[config.mk]
export PLATFORM = sky130hd
export DESIGN_NAME = reg_file_rename
export DESIGN_NICKNAME = d
export VERILOG_FILES = /design/src/rtl/reg_file_rename_pkg.sv /design/src/rtl/rf_read_port.sv /design/src/rtl/reg_file_rename.sv
export SDC_FILE = /design/constraint.sdc
export NUM_CORES = 2
export LEC_CHECK = 0
export BUFFER_PORTS_ARGS = -buffer_cell sky130_fd_sc_hd__buf_2
export CAP_MARGIN = 20
export CORE_AREA = 2 2 340 342
export CTS_CLUSTER_SIZE = 8
export DETAILED_ROUTE_END_ITERATION = 12
export DIE_AREA = 0 0 342 344
export PLACE_DENSITY = 0.77
export SKIP_LAST_GASP = 1
export SLEW_MARGIN = 20
export SYNTH_ARGS = -nofsm -noshare
export SYNTH_HDL_FRONTEND = slang
export SYNTH_SLANG_ARGS = --single-unit
[constraint.sdc]
create_clock -name clk_in -period 7.4 [get_ports clk_in]
set_input_delay 0.74 -clock clk_in [delete_from_list [all_inputs] [get_ports clk_in]]
set_output_delay 0.74 -clock clk_in [all_outputs]
set_load 0.02 [all_outputs]
[src/rtl/reg_file_rename_pkg.sv]
// Shared widths for the architectural register file and its read ports.
// The ROB id width stays a module parameter so it tracks the ROB configuration.
package reg_file_rename_pkg;
  localparam int REG_IDX_W = 5;
  localparam int DATA_W    = 32;
endpackage

[src/rtl/rf_read_port.sv]
// One decoder source-operand port: selected register state plus the
// same-cycle commit bypass for a register whose producer is committing now.
module rf_read_port
  import reg_file_rename_pkg::*;
#(
  parameter int ROB_SIZE_BIT = 5
) (
  input  logic [REG_IDX_W-1:0]    qry_id,
  input  logic                    sel_busy,
  input  logic [ROB_SIZE_BIT-1:0] sel_dep,
  input  logic [DATA_W-1:0]       sel_val,
  input  logic                    commit_en,
  input  logic [REG_IDX_W-1:0]    commit_id,
  input  logic [ROB_SIZE_BIT-1:0] commit_dep,
  input  logic [DATA_W-1:0]       commit_val,
  output logic                    has_dep,
  output logic [ROB_SIZE_BIT-1:0] dep,
  output logic [DATA_W-1:0]       val
);

  logic commit_hit;

  // Only the commit of the register's current producer resolves the wait.
  assign commit_hit = commit_en && (commit_id != '0) && (qry_id == commit_id)
                      && sel_busy && (sel_dep == commit_dep);

  always_comb begin
    has_dep = sel_busy;
    dep     = sel_dep;
    val     = sel_val;
    if (qry_id == '0) begin
      has_dep = 1'b0;
      val     = '0;
    end else if (commit_hit) begin
      has_dep = 1'b0;
      val     = commit_val;
    end
  end

endmodule

[src/rtl/reg_file_rename.sv]
// Architectural register file with per-register rename tags (busy + ROB id).
// Commit writes values; issue installs a new producer; a ROB clear drops all tags.
module reg_file_rename
  import reg_file_rename_pkg::*;
#(
  parameter int ROB_SIZE_BIT = 5,
  parameter int NUM_REGS     = 32
) (
  input  logic                    clk_in,
  input  logic                    rst_in,
  input  logic                    rdy_in,
  input  logic                    rob_clear,
  input  logic                    is_update_val,
  input  logic [REG_IDX_W-1:0]    update_val_id,
  input  logic [ROB_SIZE_BIT-1:0] update_val_dep,
  input  logic [DATA_W-1:0]       update_val,
  input  logic                    is_update_dep,
  input  logic [REG_IDX_W-1:0]    update_dep_id,
  input  logic [ROB_SIZE_BIT-1:0] update_dep,
  input  logic [REG_IDX_W-1:0]    qry1_id,
  output logic                    qry1_has_dep,
  output logic [ROB_SIZE_BIT-1:0] qry1_dep,
  output logic [DATA_W-1:0]       qry1_val,
  input  logic [REG_IDX_W-1:0]    qry2_id,
  output logic                    qry2_has_dep,
  output logic [ROB_SIZE_BIT-1:0] qry2_dep,
  output logic [DATA_W-1:0]       qry2_val
);

  logic [DATA_W-1:0]       val_reg  [NUM_REGS];
  logic                    busy_reg [NUM_REGS];
  logic [ROB_SIZE_BIT-1:0] dep_reg  [NUM_REGS];

  logic commit_en;
  logic issue_en;

  // Same-cycle commits and issues during a clear are wrong-path and dropped.
  assign commit_en = is_update_val && !rob_clear;
  assign issue_en  = is_update_dep && !rob_clear;

  always_ff @(posedge clk_in) begin
    if (rst_in) begin
      for (int i = 0; i < NUM_REGS; i++) begin
        val_reg[i]  <= '0;
        busy_reg[i] <= 1'b0;
        dep_reg[i]  <= '0;
      end
    end else if (rdy_in) begin
      if (rob_clear) begin
        for (int i = 0; i < NUM_REGS; i++) begin
          busy_reg[i] <= 1'b0;
        end
      end
      if (commit_en && (update_val_id != '0)) begin
        val_reg[update_val_id] <= update_val;
        if (busy_reg[update_val_id] && (dep_reg[update_val_id] == update_val_dep)) begin
          busy_reg[update_val_id] <= 1'b0;
        end
      end
      // Placed after the commit so a same-register issue wins the busy bit.
      if (issue_en && (update_dep_id != '0)) begin
        busy_reg[update_dep_id] <= 1'b1;
        dep_reg[update_dep_id]  <= update_dep;
      end
    end
  end

  rf_read_port #(.ROB_SIZE_BIT(ROB_SIZE_BIT)) u_port1 (
    .qry_id     (qry1_id),
    .sel_busy   (busy_reg[qry1_id]),
    .sel_dep    (dep_reg[qry1_id]),
    .sel_val    (val_reg[qry1_id]),
    .commit_en  (commit_en),
    .commit_id  (update_val_id),
    .commit_dep (update_val_dep),
    .commit_val (update_val),
    .has_dep    (qry1_has_dep),
    .dep        (qry1_dep),
    .val        (qry1_val)
  );

  rf_read_port #(.ROB_SIZE_BIT(ROB_SIZE_BIT)) u_port2 (
    .qry_id     (qry2_id),
    .sel_busy   (busy_reg[qry2_id]),
    .sel_dep    (dep_reg[qry2_id]),
    .sel_val    (val_reg[qry2_id]),
    .commit_en  (commit_en),
    .commit_id  (update_val_id),
    .commit_dep (update_val_dep),
    .commit_val (update_val),
    .has_dep    (qry2_has_dep),
    .dep        (qry2_dep),
    .val        (qry2_val)
  );

endmodule

# --- After elaboration in Yosys (flattened, before gate mapping) ---
# Memory sizes are Yosys's and may differ from the RTL's.
# Index checks and enable logic that the tools add are counted.
word_totals:
  ff_bits: 0
  mem_bits_rw: 1216
  input_bits: 68
  output_inout_bits: 76
  elab_cells: 131
  n_memories: 3
mem_list:
  columns: ["memory", "words", "width", "rd", "rd_clocked_by_memory_dff", "write_ports", "line", "rtl"]
  rows:
  - ["val_reg", 32, 32, 2, 0, 32, "reg_file_rename.sv:30", "logic [DATA_W-1:0] val_reg [NUM_REGS];"]
  - ["dep_reg", 32, 5, 3, 0, 32, "reg_file_rename.sv:32", "logic [ROB_SIZE_BIT-1:0] dep_reg [NUM_REGS];"]
  - ["busy_reg", 32, 1, 3, 0, 32, "reg_file_rename.sv:31", "logic busy_reg [NUM_REGS];"]
op_classes:
  n_eq_ne: 5
  n_mux: 71
  n_bitwise: 32
  reduce_logical: 20
op_table:
  columns: ["cell", "n"]
  rows:
  - ["32-bit two-way mux", 5]
  - ["1-bit two-way mux", 61]
  - ["1-bit bitwise OR", 32]
  - ["32-bit OR reduction", 1]
  - ["5-bit equality test", 5]
  - ["5-bit two-way mux", 5]
  - ["1-bit logical AND", 11]
  - ["5-bit logical NOT", 2]
  - ["5-bit nonzero test", 2]
  - ["5-bit OR reduction", 1]
  - ["1-bit OR reduction", 2]
  - ["1-bit logical NOT", 1]

# --- Depth between registers and ports, before layout ---
# An unclocked memory read counts as a cell.
logic_depth:
  ltp_word: 10
  ltp_mapped: 16

# --- Modules after synthesis ---
# From an unflattened synthesis, not the netlist that was laid out.
hier_totals:
  cells_unflattened: 4252
  area_unflattened_um2: 67659.9
modules_own_cells:
  columns: ["module", "n_inst", "cells_per_inst", "area_each_um2", "seq_area_each_um2"]
  rows:
  - ["reg_file_rename", 1, 4062, 66226.0, 36194.7]
  - ["rf_read_port", 2, 95, 716.9, 0.0]

# --- Worst setup path after synthesis ---
# Ideal clock, no wire load.
synth_timing:
  path_kind: "input to output"
  start: "in qry1_id[0]"
  end: "out qry1_val[10]"
  arrival_time_ps: 3631
  required_time_ps: 6660
  slack_ps: 3029
  cell_stages: 11
  n_path_buf: 4
  cell_sequence: "buf_6 buf_12 buf_12 mux4_1 mux2_2 a221oi_2 nor2_1 xor2_1 nor4_4 buf_6 mux2i_1"
synth_between:
  elab_cells_between_ends: 11
synth_rtl:
  columns: ["element", "line", "rtl"]
  rows:
  - ["from (decl)", "reg_file_rename.sv:20", "input logic [REG_IDX_W-1:0] qry1_id,"]
  - ["memory read 32 x 5 bit", null, null]
  - ["net qry1_dep[0]", "reg_file_rename.sv:22", "output logic [ROB_SIZE_BIT-1:0] qry1_dep,"]
  - ["5-bit equality test", "rf_read_port.sv:25", "&& sel_busy && (sel_dep == commit_dep);"]
  - ["1-bit logical AND", "rf_read_port.sv:25", null]
  - ["32-bit two-way mux", "rf_read_port.sv:34", "end else if (commit_hit) begin"]
  - ["32-bit two-way mux", "rf_read_port.sv:31", "if (qry_id == '0) begin"]
  - ["to (decl)", "reg_file_rename.sv:23", "output logic [DATA_W-1:0] qry1_val,"]
# The timed path passes the listed nets, and every way through them passes these cells.

# --- Final worst setup path ---
layout_timing:
  start: "in qry2_id[1]"
  end: "out qry2_val[29]"
layout_between:
  elab_chain_len: 6
  elab_cells_between_ends: 11
layout_rtl:
  columns: ["element", "line", "rtl"]
  rows:
  - ["from (decl)", "reg_file_rename.sv:24", "input logic [REG_IDX_W-1:0] qry2_id,"]
  - ["parallel branches: the longest is 5 deep, another holds memory read 32 x 5 bit", null, null]
  - ["32-bit two-way mux *", "rf_read_port.sv:31", null]
  - ["to (decl)", "reg_file_rename.sv:27", "output logic [DATA_W-1:0] qry2_val"]
# Mark *: on every way between the ends.

==> summary.md <==
| Metric | Value |
|---|---|
| Outcome | completed |
| Min-delay src | busy_reg[0] |
| Reg2reg setup slack | around 4.3 ns |
| Mapped Cells | 4,569 |
| Synth Area per Inst | 14.9 um^2 |
| Min-delay worst type | reg2reg |
| Hold_buf cts | 0 |
| Vias in the first global route | 45,100 |
| Die X | 342 um |
| Design Area, Final | between 70,000 and 80,000 um^2 |
| Most common cell in the synthesized netlist | edfxtp_1 |
| Startpoint Class | input pin |
| P&R area growth vs syn | 9.63% |
| Ys async rst share | 0 |
| Gate power share | 0.130 |
| Critical Path AT | about 5 ns |
| Via-to-Cell Ratio | around 7.5 |
| DRT antenna net count | 0 |
| Period utilization | 0.771 |
| Crit path max-delay cell type | buf_8 |
| Tightest Pin Transition | 1.22 ns |
| Worst Reg2Reg Path Length in Cells | 7 |
| EDFF count, synth | 1,184 |
| Core footprint | between 100,000 and 150,000 um^2 |
| Share of cells above drive strength 1 | 0.287 |
| Internal power | around 13,000 uW |
| Dpl hpwl | approximately 130,000 um |
| Seq/Total Area, Yosys | 0.532 |
| Tot Pwr | 17,400 uW |
| Pre-CTS WS | 1.82 ns |
| Post-CTS Setup Bufs | 0 |
| #FFs+latches synth | 1,216 |
| Netlist cell types | 67 |
| Final Critical Period | 5.71 ns |
| Synth warnings | 0 |
| DR vias | 45,800 |
| Clock Skew | 0.0233 ns |
| Pins Over Slew Limit | 0 |
| RSZ-0062 raised after global routing | no |
| Initial antenna violation count | 18 |
| Nets | roughly 4,600 |
| Area contributors post-synth | edfxtp_1, mux4_2, and2_1 |
| Worst vdd ir | ~190 uV |
| Clock Pin Slew Worst Setup and Hold Paths | 0.06 ns |
| Die Area | 118,000 um^2 |
| LEAKAGE | between 0.02 and 0.03 uW |
| # H-tree levels | 4 |
| Yosys top cell by area | edfxtp_1 |
| Largest register FFs | ~1,000 |
| Detailed Routing Iterations Pass 1 | 6 |
| Max incr delay on CP | roughly 0.7 ns |
| Initial cell density of the core | 0.598 |
| Final Setup Violations | 0 |
| Final Worst Setup Slack | about 1.7 ns |
| Endpoint class of the critical path | output port |
| Top-area cell type share of the netlist area | 0.522 |
| Largest net degree at the start of global routing | 109 |
| Reg2Reg Capture Point | busy_reg[2] |
| GRT overflow | 0 |
| Clk sinks | 1,216 |
| Critical Path RT | between 6 and 7 ns |
| Hold Crit Depth | 1 |
| Main synth FF type | edfxtp_1 |
| Pwr Density | 233 nW/um^2 |
| Crit Path Max Fanout | 105 |
| Worst rel slew slack | 0.186 |
| Clock root cell | clkbuf_16 |
| Final hold vios | 0 |
| # fillers | 7,700 |
| DR WL/cell | 37.3 um |
| Worst-Skew Late Latency | 0.78 ns |
| Fmax | 175 MHz |
| Worst Hold Path EP | busy_reg[0] |
| GRT Util Overall | 0.390 |
| Clk buf depth | 3 |
| Cts repair resizes | 0 |
| Total CTS buffers | 170 |
| I/O pins | 144 |
| Initial DRC Count | 8,346 |
| Hold Slack | between 0.5 and 0.6 ns |
| Cell area after synthesis | 68,100 um^2 |
| Reg-to-Reg Start | dep_reg[19][3] |
| Crit Path Category | in2out |
| Height of the chip | 344 um |
| CTS tree | built |
| Sw Ratio | 0.255 |
| Sw power | 4450 uW |
| Routed wire length | 228,000 um |
| Global-route wire length before repair | 321,000 um |
| Setup TNS | 0 ns |
| Std-Cell Rows | 124 |
| MaxCap Viol Count | 0 |
| Synth top cells by count | edfxtp_1, and2_1, mux4_2, clkbuf_1, mux2i_1 |
| Placed inst area | 70,000 um^2 |
| GP Congestion | 0.969 |
| Port Buf Inserts | 143 |
| Reg power frac | 0.466 |
| Clock network fraction of total power | 0.404 |
| Critical path, cell by cell | buf_8 > mux4_2 > mux2_2 > a221oi_1 > nor3_1 > a2111oi_4 > buf_4 > nand4_1 > a21oi_1 > buf_2 |
| DRC errors left | 0 |
cells by family after synthesis:
group           after synthesis  synth area share
other cells                   1         0.0000551
mux                         893             0.260
simple gates               1598             0.140
compound gates              360            0.0345
buf+inv                     482            0.0320
xor+xnor                     19           0.00244
flops                      1216             0.532
power by group through the flow:
stage	clock network [uW]	registers (uW)	logic, uW
6_report	7040	8120	2260
5_1_grt	7280	8140	2310
4_1_cts	7010	8110	2200
3_5_place_dp	0	8230	2200
3_3_place_gp	0	8200	2180
2_1_floorplan	0	8140	1470
worst max-delay path, delay by kind of cell:
| kind | cells | cell delay, ns |
|---|---|---|
| buffers and inverters | 3 | 1.55 |
| AOI/OAI and AO/OA | 3 | 1.37 |
| muxes | 2 | 0.91 |
| and+or+nand+nor | 2 | 0.34 |
worst max path at each step:
stage / from / to / slack (ns) / depth (start not counted)
global placement: qry2_id[1] / qry2_val[29] / 1.87 / 10
floorplan: qry1_id[0] / qry1_val[10] / 3.03 / 11
global route: qry2_id[0] / qry2_val[29] / 1.61 / 9
detailed placement: qry2_id[1] / qry2_val[29] / 1.82 / 10
CTS: qry2_id[1] / qry2_val[29] / 1.81 / 10
finish: qry2_id[1] / qry2_val[29] / 1.69 / 10
placed cells by master, fill, tap and decap left out, types with 11 or more instances in the layout:
cell,instances
edfxtp_1,1184
and2_1,1151
mux4_2,675
clkbuf_16,173
mux2i_1,143
buf_2,133
a21oi_1,119
buf_4,119
nand2_1,98
nor2_1,97
or2_2,72
mux2_2,61
o21ai_0,58
nand4_1,41
conb_1,37
o31ai_1,34
nor2_4,32
dfxtp_1,32
a22oi_1,30
o211ai_1,28
nand3_1,24
a221oi_1,19
o22ai_1,18
clkbuf_1,18
diode_2,15
mux4_1,14
a211oi_1,12
xor2_1,12
nor2b_1,11
layer usage:
metal	track usage	share of wire	vias to the layer above	wire length, um
met1	0.505	0.32	23000	74100
met4	0.238	0.068	10	15600
met5	0.0116	0.00027	-	62
met3	0.118	0.15	948	35200
li1	-	-	17600	-
met2	0.585	0.45	4284	103000
area by class of cell:
type | count | area (um^2) | share of cell area
clock buffer | 191 | 4400 | 0.0589
inverter | 5 | 23.8 | 0.000318
timing repair buffer | 264 | 1760 | 0.0236
clock inverter | 13 | 194 | 0.00260
multi-input combinational | 2907 | 30100 | 0.404
tap | 1512 | 1890 | 0.0253
sequential | 1216 | 36200 | 0.485
antenna | 15 | 37.5 | 0.000503
per-stage QoR:
step	utilization	cells
floorplan	-	4605
global placement	0.615	5904
detailed placement	0.615	5904
CTS	0.655	6108
global route	0.655	6113
finish	0.655	6123
(Power assumes the default switching activity.)
